==> src/rtl/slot_rom_responder_if.sv <==
// slot_rom_responder_if: CPU slot bus plus ROM read port shared by the responder and its host
//   CPU side : sltsl_n, addr, d_in, rd_n, wr_n (to responder); d_out, d_oe, wait_n (from responder)
//   ROM side : mem_addr, mem_rd (from responder); mem_ack, mem_data (to responder)
interface slot_rom_if #(parameter int MEM_AW = 21);
  logic              sltsl_n;
  logic [15:0]       addr;
  logic [7:0]        d_in;
  logic              rd_n;
  logic              wr_n;
  logic [7:0]        d_out;
  logic              d_oe;
  logic              wait_n;
  logic [MEM_AW-1:0] mem_addr;
  logic              mem_rd;
  logic              mem_ack;
  logic [7:0]        mem_data;
  modport slave (
    input  sltsl_n, addr, d_in, rd_n, wr_n, mem_ack, mem_data,
    output d_out, d_oe, wait_n, mem_addr, mem_rd
  );
  modport master (
    output sltsl_n, addr, d_in, rd_n, wr_n, mem_ack, mem_data,
    input  d_out, d_oe, wait_n, mem_addr, mem_rd
  );
endinterface

==> src/rtl/slot_rom_responder.sv <==
// slot_rom_responder: ASCII8 bank-switched cartridge ROM responder with wait-state ROM fetch
//   clk   : rising-edge system clock
//   reset : asynchronous, active-high
//   bus   : slot_rom_if.slave -- CPU strobes/data in, read data/d_oe/wait_n out, ROM read port
module slot_rom_responder #(
  parameter int         MEM_AW    = 21,
  parameter logic [7:0] BANK_MASK = 8'hFF
) (
  input logic      clk,
  input logic      reset,
  slot_rom_if.slave bus
);
  typedef enum logic [1:0] {IDLE, REQ, WAIT, DRIVE} state_t;
  state_t            state_q, state_d;
  logic [7:0]        bank_q [4];
  logic [7:0]        d_out_q, d_out_d;
  logic [MEM_AW-1:0] mem_addr_q, mem_addr_d;
  logic              wr_n_q;
  logic              rd_act, in_rom, wr_det;
  logic [1:0]        pg;
  logic [20:0]       full;
  logic [7:0]        d_out;
  logic              d_oe, wait_n, mem_rd;
  // reset gating keeps wait_n high and d_oe low while reset is held, even with a strobe active
  assign rd_act = !reset && !bus.sltsl_n && !bus.rd_n;
  assign in_rom = bus.addr[15:14] == 2'b01 || bus.addr[15:14] == 2'b10;
  assign wr_det = !bus.sltsl_n && !bus.wr_n && wr_n_q;
  // addr[15:13]-2 over pages 2..5 reduces to flipping bit 14
  assign pg     = bus.addr[14:13] ^ 2'b10;
  assign full   = {bank_q[pg] & BANK_MASK, bus.addr[12:0]};
  always_comb begin
    state_d    = state_q;
    mem_addr_d = mem_addr_q;
    d_out_d    = d_out_q;
    d_out      = d_out_q;
    d_oe       = 1'b0;
    wait_n     = 1'b1;
    mem_rd     = 1'b0;
    case (state_q)
      IDLE: begin
        if (rd_act && in_rom) begin
          state_d    = REQ;
          mem_addr_d = MEM_AW'(full);
          wait_n     = 1'b0;
        end else if (rd_act) begin
          d_out = 8'hFF;
          d_oe  = 1'b1;
        end
      end
      REQ, WAIT: begin
        mem_rd  = state_q == REQ;
        wait_n  = bus.mem_ack;
        d_out_d = bus.mem_ack ? bus.mem_data : d_out_q;
        state_d = bus.mem_ack ? DRIVE : WAIT;
      end
      DRIVE: begin
        d_oe    = 1'b1;
        state_d = (bus.rd_n || bus.sltsl_n) ? IDLE : DRIVE;
      end
      default: state_d = IDLE;
    endcase
  end
  always_ff @(posedge clk or posedge reset) begin
    if (reset) begin
      state_q    <= IDLE;
      bank_q     <= '{default: 8'h00};
      d_out_q    <= 8'hFF;
      mem_addr_q <= '0;
      wr_n_q     <= 1'b1;
    end else begin
      state_q    <= state_d;
      d_out_q    <= d_out_d;
      mem_addr_q <= mem_addr_d;
      wr_n_q     <= bus.wr_n;
      // bank writes are independent of the read FSM; an in-flight read keeps its latched mem_addr
      if (wr_det && bus.addr[15:13] == 3'b011) bank_q[bus.addr[12:11]] <= bus.d_in;
    end
  end
  assign bus.d_out    = d_out;
  assign bus.d_oe     = d_oe;
  assign bus.wait_n   = wait_n;
  assign bus.mem_rd   = mem_rd;
  assign bus.mem_addr = mem_addr_q;
endmodule

==> src/flat_wrapper.sv <==
// flat-port wrapper written by rule: the top's interface ports become plain ports
module slot_rom_responder_flat 
#(
  parameter int         MEM_AW    = 21,
  parameter logic [7:0] BANK_MASK = 8'hFF
)
  (clk, reset, bus_sltsl_n, bus_addr, bus_d_in, bus_rd_n, bus_wr_n, bus_mem_ack, bus_mem_data, bus_d_out, bus_d_oe, bus_wait_n, bus_mem_addr, bus_mem_rd);
  slot_rom_if #(.MEM_AW(MEM_AW)) bus_i ();
  input logic clk;
  input logic reset;
  input wire logic [$bits(bus_i.sltsl_n)-1:0] bus_sltsl_n;
  input wire logic [$bits(bus_i.addr)-1:0] bus_addr;
  input wire logic [$bits(bus_i.d_in)-1:0] bus_d_in;
  input wire logic [$bits(bus_i.rd_n)-1:0] bus_rd_n;
  input wire logic [$bits(bus_i.wr_n)-1:0] bus_wr_n;
  input wire logic [$bits(bus_i.mem_ack)-1:0] bus_mem_ack;
  input wire logic [$bits(bus_i.mem_data)-1:0] bus_mem_data;
  output wire logic [$bits(bus_i.d_out)-1:0] bus_d_out;
  output wire logic [$bits(bus_i.d_oe)-1:0] bus_d_oe;
  output wire logic [$bits(bus_i.wait_n)-1:0] bus_wait_n;
  output wire logic [$bits(bus_i.mem_addr)-1:0] bus_mem_addr;
  output wire logic [$bits(bus_i.mem_rd)-1:0] bus_mem_rd;
  assign bus_i.sltsl_n = bus_sltsl_n;
  assign bus_i.addr = bus_addr;
  assign bus_i.d_in = bus_d_in;
  assign bus_i.rd_n = bus_rd_n;
  assign bus_i.wr_n = bus_wr_n;
  assign bus_i.mem_ack = bus_mem_ack;
  assign bus_i.mem_data = bus_mem_data;
  assign bus_d_out = bus_i.d_out;
  assign bus_d_oe = bus_i.d_oe;
  assign bus_wait_n = bus_i.wait_n;
  assign bus_mem_addr = bus_i.mem_addr;
  assign bus_mem_rd = bus_i.mem_rd;
  slot_rom_responder #(.MEM_AW(MEM_AW), .BANK_MASK(BANK_MASK)) u_core (.clk(clk), .reset(reset), .bus(bus_i));
endmodule
==> config.mk <==
export PLATFORM = sky130hd
export DESIGN_NAME = slot_rom_responder_flat
export DESIGN_NICKNAME = d
export VERILOG_FILES = /design/src/rtl/slot_rom_responder_if.sv /design/src/rtl/slot_rom_responder.sv /design/src/flat_wrapper.sv
export SDC_FILE = /design/constraint.sdc
export NUM_CORES = 1
export LEC_CHECK = 0
export CORE_MARGIN = 2
export CORE_UTILIZATION = 49
export DETAILED_ROUTE_END_ITERATION = 10
export MAX_ROUTING_LAYER = met4
export PLACE_DENSITY = 0.79
export SLEW_MARGIN = 20
export SYNTH_ARGS = -nofsm -noshare
export SYNTH_HDL_FRONTEND = slang
export SYNTH_SLANG_ARGS = --single-unit
export TNS_END_PERCENT = 20
==> constraint.sdc <==
create_clock -name clk -period 2.8 [get_ports clk]
set_input_delay 0.56 -clock clk [delete_from_list [all_inputs] [get_ports clk]]
set_output_delay 0.56 -clock clk [all_outputs]
set_load 0.05 [all_outputs]
Yosys cells after proc, flatten, opt, wreduce, memory -nomap -nowiden
Cells that the tools add are included.
{"block": "word_totals", "inputBits": 38, "out_inout_bits": 32, "wordCells": 57, "reg_bits": 64}
{"block": "op_classes", "n_reduce_logical": 17, "magnitude_cmp": 3, "n_mux": 19, "eq_ne": 7, "bitwise": 3}
{"cell": "$mux W8", "n": 6}
{"cell": "$bwmux W32", "n": 1}
{"cell": "$bmux W8 S2", "n": 1}
{"cell": "$demux W8 S2", "n": 1}
{"cell": "$logic_and A1 B1 Y1", "n": 7}
{"cell": "$eq A2 B2 Y1 const B", "n": 3}
{"cell": "$ge A3 B3 Y1 const B", "n": 2}
{"cell": "$not A2 Y3", "n": 2}
{"cell": "$pmux W2 S3", "n": 1}
{"cell": "$mux W1", "n": 5}
{"cell": "$eq A2 B1 Y1 const B", "n": 2}
{"cell": "$logic_not A1 Y1", "n": 4}
{"cell": "$mux W2", "n": 2}
{"cell": "$pmux W1 S2", "n": 2}
{"cell": "$reduce_and A2 Y1", "n": 2}
{"cell": "$eq A3 B2 Y1 const B", "n": 1}
{"cell": "$lt A3 B1 Y1 const B", "n": 1}
{"cell": "$logic_not A2 Y1", "n": 1}
{"cell": "$logic_or A1 B1 Y1", "n": 2}
{"cell": "$ne A2 B1 Y1 const B", "n": 1}
{"cell": "$reduce_or A2 Y1", "n": 1}
{"cell": "$not A1 Y1", "n": 1}

Logic depth before layout (Yosys ltp)
{"block": "logic_depth", "word_depth": 6, "mapped_depth": 5, "mapped_depth_nobuf": 4}

Worst setup path after synthesis
OpenSTA, ideal clock, no wires.
{"block": "synth_timing", "kind": "input -> output", "start": "input bus_rd_n", "end": "output bus_d_oe", "n_path_buf": 0, "stages": 3, "arrival_time_ps": 2030, "path_slack_ps": 210, "path_cell_list": "nor3_1 > nand3_1 > a21oi_1"}
{"block": "synth_between", "elab_chain_cells": 5}
{"item": "start, declared", "line_no": "flat_wrapper.sv:14", "rtl": "input wire logic [$bits(bus_i.rd_n)-1:0] bus_rd_n;"}
{"item": "$logic_not A1 Y1 *", "line_no": "slot_rom_responder.sv:25", "rtl": "assign rd_act = !reset && !bus.sltsl_n && !bus.rd_n;"}
{"item": "$logic_and A1 B1 Y1 *", "line_no": "slot_rom_responder.sv:25"}
{"item": "$mux W1 or $logic_and A1 B1 Y1 (tied branches)", "line_no": "slot_rom_responder.sv:45, slot_rom_responder.sv:41"}
{"item": "$mux W1 *", "line_no": "slot_rom_responder.sv:41", "rtl": "if (rd_act && in_rom) begin"}
{"item": "$pmux W1 S2 *", "line_no": "slot_rom_responder.sv:39", "rtl": "case (state_q)"}
{"item": "end, declared", "line_no": "flat_wrapper.sv:19", "rtl": "output wire logic [$bits(bus_i.d_oe)-1:0] bus_d_oe;"}
Every way passes the cells marked *; elsewhere a longest branch is shown, timed or not.

Worst setup path after layout
{"block": "layout_timing", "start": "input bus_addr[15]", "end": "output bus_wait_n"}
{"block": "layout_between", "elab_chain_cells": 5}
{"item": "start, declared", "line_no": "flat_wrapper.sv:12", "rtl": "input wire logic [$bits(bus_i.addr)-1:0] bus_addr;"}
{"item": "$eq A2 B1 Y1 or $eq A2 B2 Y1 (tied branches)", "line_no": "slot_rom_responder.sv:26", "rtl": "assign in_rom = bus.addr[15:14] == 2'b01 || bus.addr[15:14] == 2'b10;"}
{"item": "$logic_or A1 B1 Y1 *", "line_no": "slot_rom_responder.sv:26"}
{"item": "$logic_and A1 B1 Y1 *", "line_no": "slot_rom_responder.sv:41"}
{"item": "$mux W1 *", "line_no": "slot_rom_responder.sv:41"}
{"item": "$pmux W1 S2 *", "line_no": "slot_rom_responder.sv:39"}
{"item": "end, declared", "line_no": "flat_wrapper.sv:20", "rtl": "output wire logic [$bits(bus_i.wait_n)-1:0] bus_wait_n;"}
Marks and branches as above.

==> flow_results.org <==
** Logic synthesis
- Cell types with the largest area share after synthesis :: dfrtp_1 (48%), mux2_2 (23%), dfstp_2 (8.2%)
- Dividing the synthesized area by the synthesized cell count gives ~17 um2.
- Of all flip-flops after synthesis, the portion carrying an async set or reset was 100%.
- Summed over its instances, the top area cell type makes up between 40% and 50% of the synthesized netlist area.
- For this run, the register share of the synthesized area comes to 56.1%.
- mux2_2 is the most common cell in the netlist.
- dfrtp_1 takes more of the synthesized area than any other cell.
- Number of cells produced by synthesis :: ~170
- Synthesized netlist net count :: about 220
- Counting distinct cell types in the post-synthesis netlist gives 25.
- Counting flops and latches in the post-synthesis netlist gives 64.
- The synthesized design contains 0 enable-type register cells.
- Most frequent cells after synthesis :: mux2_2 (58), dfrtp_1 (55), dfstp_2 (9)
- Netlist area before placement :: 2870 um2
- The most used flip-flop cell after synthesis is dfrtp_1.
- Yosys printed 0 warnings.

** Detailed routing
- Routed via count :: 1,772
- Drt initial violations :: 69
- For this run, the detailed router's first-pass iteration total came to 4.
- Number of vias per cell :: ~5.3
- The count of nets left with antenna violations once routing finished came out at 0.
- Summed over all layers, the routed wires come to 5720 um.
- Number of design rule violations left after detail routing :: 0
- Detailed-route wire length per cell :: 17.2 um

** GRT
- Global routing consumed, on the met3 layer, 3.15% of the routing resources.
- Grt total ovfl :: 0
- Global routing used between 20% and 30% of the available met1 tracks.
- Pin count of the biggest net entering global routing :: 42
- The number of global-route vias before repair is 1,880.
- The layer flagged by global routing as most heavily used is met2.
- Global-route wire length before repair :: 9270 um
- Antenna violations before repair :: 0
- Global routing used just over 20% of the available tracks across all layers.
- GR met2 Demand/Resource :: 31.3%

** Worst setup path
- Along the worst path, the maximum fanout reaches 3.
- Endpoint required time on the critical path :: 2.24 ns
- RR Startpoint :: u_core.wr_n_q
- Critical path start-end classification :: in -> out
- WP data arrival :: 1.94 ns
- Capturing point of the worst reg2reg path :: u_core.bank_q[5]
- Depth of the worst register-to-register path :: 3
- Register-to-Register Setup Slack :: around 1.1 ns
- Endpoint class of the critical path :: primary output
- Crit start category :: input pin

** Clocking
- The root buffer cell chosen for the clock tree is clkbuf_8.
- The H-tree was split into 3 levels.
- Post-cts resize count :: 0
- The clock passes through at most 2 buffers.
- Buffers inserted to repair hold after CTS numbered 0.
- Once the clock tree was built, the setup fixing pass inserted 0 buffers.
- Insertion delay to the later sink of the worst-skew pair :: 0.34 ns
- TritonCTS created 9 clock buffers.
- Clock tree from TritonCTS :: built
- Clock transition time at the flip-flop clock pins of the worst setup and hold paths :: 0.06 ns
- Clock tree synthesis found a total of 64 sinks.

** Timing
- Setup Skew :: 0.00766 ns
- Slew @ Worst Pin :: 0.526 ns
- Hold timing on the final database bottoms out at a slack of 0.497 ns.
- The max-slew violation count came to 0.
- Unrepaired setup endpoints after global routing :: false
- Worst max-slew margin expressed relative to the limit :: 64.8%
- Setup-violating endpoint count in the final report :: 0
- Based on the critical path, the design can be clocked at up to 400 MHz.
- Sum of negative setup slack :: 0 ns
- Of the available clock period, the critical path in the final layout requires slightly below 90%.
- The final count of hold timing violations was 0.
- Minimum period implied by the final worst setup slack :: 2.50 ns

** Floorplan
- The die is approximately 81 um wide.
- After floorplanning, the core was sized to cover 5570 um2.
- Initial core utilization :: between 50% and 60%
- Die area :: between 6000 and 7000 um2
- Row cnt :: 27
- The die is 80.6 um tall.
- Ports :: 70

** Power
- In this run the power density over the cells is 999 nW/um2.
- Peak supply drop :: 0.571 mV
- Leakage :: 1.90 nW

** Place
- Summed over all nets, the half-perimeter wirelength after detailed placement is 4070 um.
- After detailed placement, the total cell area comes to ~3700 um2.
- Last weighted congestion value of the routability-driven placer :: about 0.75
- Port Buffers :: 69

** Run status
- Outcome :: finished, final reports clean

** Min path
- Worst Hold Path Cells :: 1
- Endpoint, Worst Hold :: u_core.bank_q[10]
- HP Class :: reg -> reg
- In this run the most critical hold path is launched from u_core.bank_q[10].

** Cells and area
- Summed area of non-filler cells in the final layout :: 3950 um2
- Share of final-layout standard cells stronger than drive strength 1 :: slightly above 40%
- Cells fill 70.8% of the core in the end.
- Total Nets Final :: 296
- Compared with the post-synthesis result, the final layout area differs by 37.4%.
- The repair_antennas step left the layout with diodes totalling 0.

** Run
- # Max-Cap Violations :: 0
==> worst max-delay path by stage <==
stage / slack [ns] / endpoint / cells past startpoint / startpoint
5_1_grt: 0.16 / bus_wait_n / 5 / bus_addr[15]
3_3_place_gp: 0.31 / bus_wait_n / 5 / bus_addr[15]
4_1_cts: 0.30 / bus_d_out[5] / 6 / bus_sltsl_n
3_5_place_dp: 0.32 / bus_wait_n / 5 / bus_addr[15]
6_report: 0.30 / bus_wait_n / 5 / bus_addr[15]
2_1_floorplan: 0.21 / bus_d_oe / 3 / bus_rd_n
==> worst max-delay path, stage by stage <==
cell and delay, ns:
clkdlybuf4s50_1 0.47, xnor2_1 0.19, o41ai_1 0.37, nand3_1 0.14, buf_4 0.21
==> registers in the layout (all words and copies together), names as in the netlist <==
signal and flops:
u_core.bank_q 32, u_core.bus.mem_addr 21, u_core.d_out_q 8, u_core.state_q 2
u_core.wr_n_q 1
==> metal layers <==
metal	part of all wire (%)	vias to the layer above
li1	-	814
met1	45	899
met2	48	47
met3	4.4	12
met4	2.4	0
met5	0	-
==> stage by stage <==
stage | total power [mW] | setup slack [ns] | std cells
2_1_floorplan | 2.45 | 0.210 | 174
3_3_place_gp | 3.15 | 0.313 | 316
3_5_place_dp | 3.19 | 0.321 | 316
4_1_cts | 3.98 | 0.301 | 332
5_1_grt | 4.12 | 0.158 | 332
6_report | 3.94 | 0.298 | 332
==> placed cells by master, fill, tap and decap left out, types with 2 or more instances in the layout <==
cell             count
clkdlybuf4s50_1     59
mux2_2              58
dfrtp_1             55
clkbuf_8            10
buf_12              10
dfstp_2              9
mux4_1               8
nand2b_1             8
buf_4                6
mux2_4               3
a21oi_1              3
inv_1                3
ha_1                 3
nand2_1              2
nor2_1               2
nand4b_4             2
nand3_1              2
clkinv_2             2
==> layout make-up <==
| type | instances | area (um2) |
|---|---|---|
| Sequential cell | 64 | 1610 |
| Inverter | 4 | 15.0 |
| Tap cell | 72 | 90.1 |
| Clock buffer | 11 | 141 |
| Timing Repair Buffer | 75 | 836 |
| Fill cell | 384 | 1630 |
| Clock inverter | 5 | 56.3 |
| Multi-Input combinational cell | 101 | 1200 |
==> cells by family after synthesis <==
group / synth area share (%)
AND/OR/NAND/NOR: 7.06
buffers and inverters: 2.22
XOR/XNOR: 0.305
AO/OA/AOI/OAI: 1.35
multiplexers: 31.6
adder cells (fa/ha/maj): 1.31
flip-flops: 56.1
==> report_power, final <==
group / internal [mW] / total, mW / leakage, nW / switching (mW)
registers: 1.19 / 1.30 / 0.826 / 0.107
logic: 0.810 / 1.87 / 0.970 / 1.06
clock network: 0.433 / 0.782 / 0.0993 / 0.348
total: 2.43 / 3.94 / 1.90 / 1.51
Note: power is estimated with default switching activity, not from simulation.
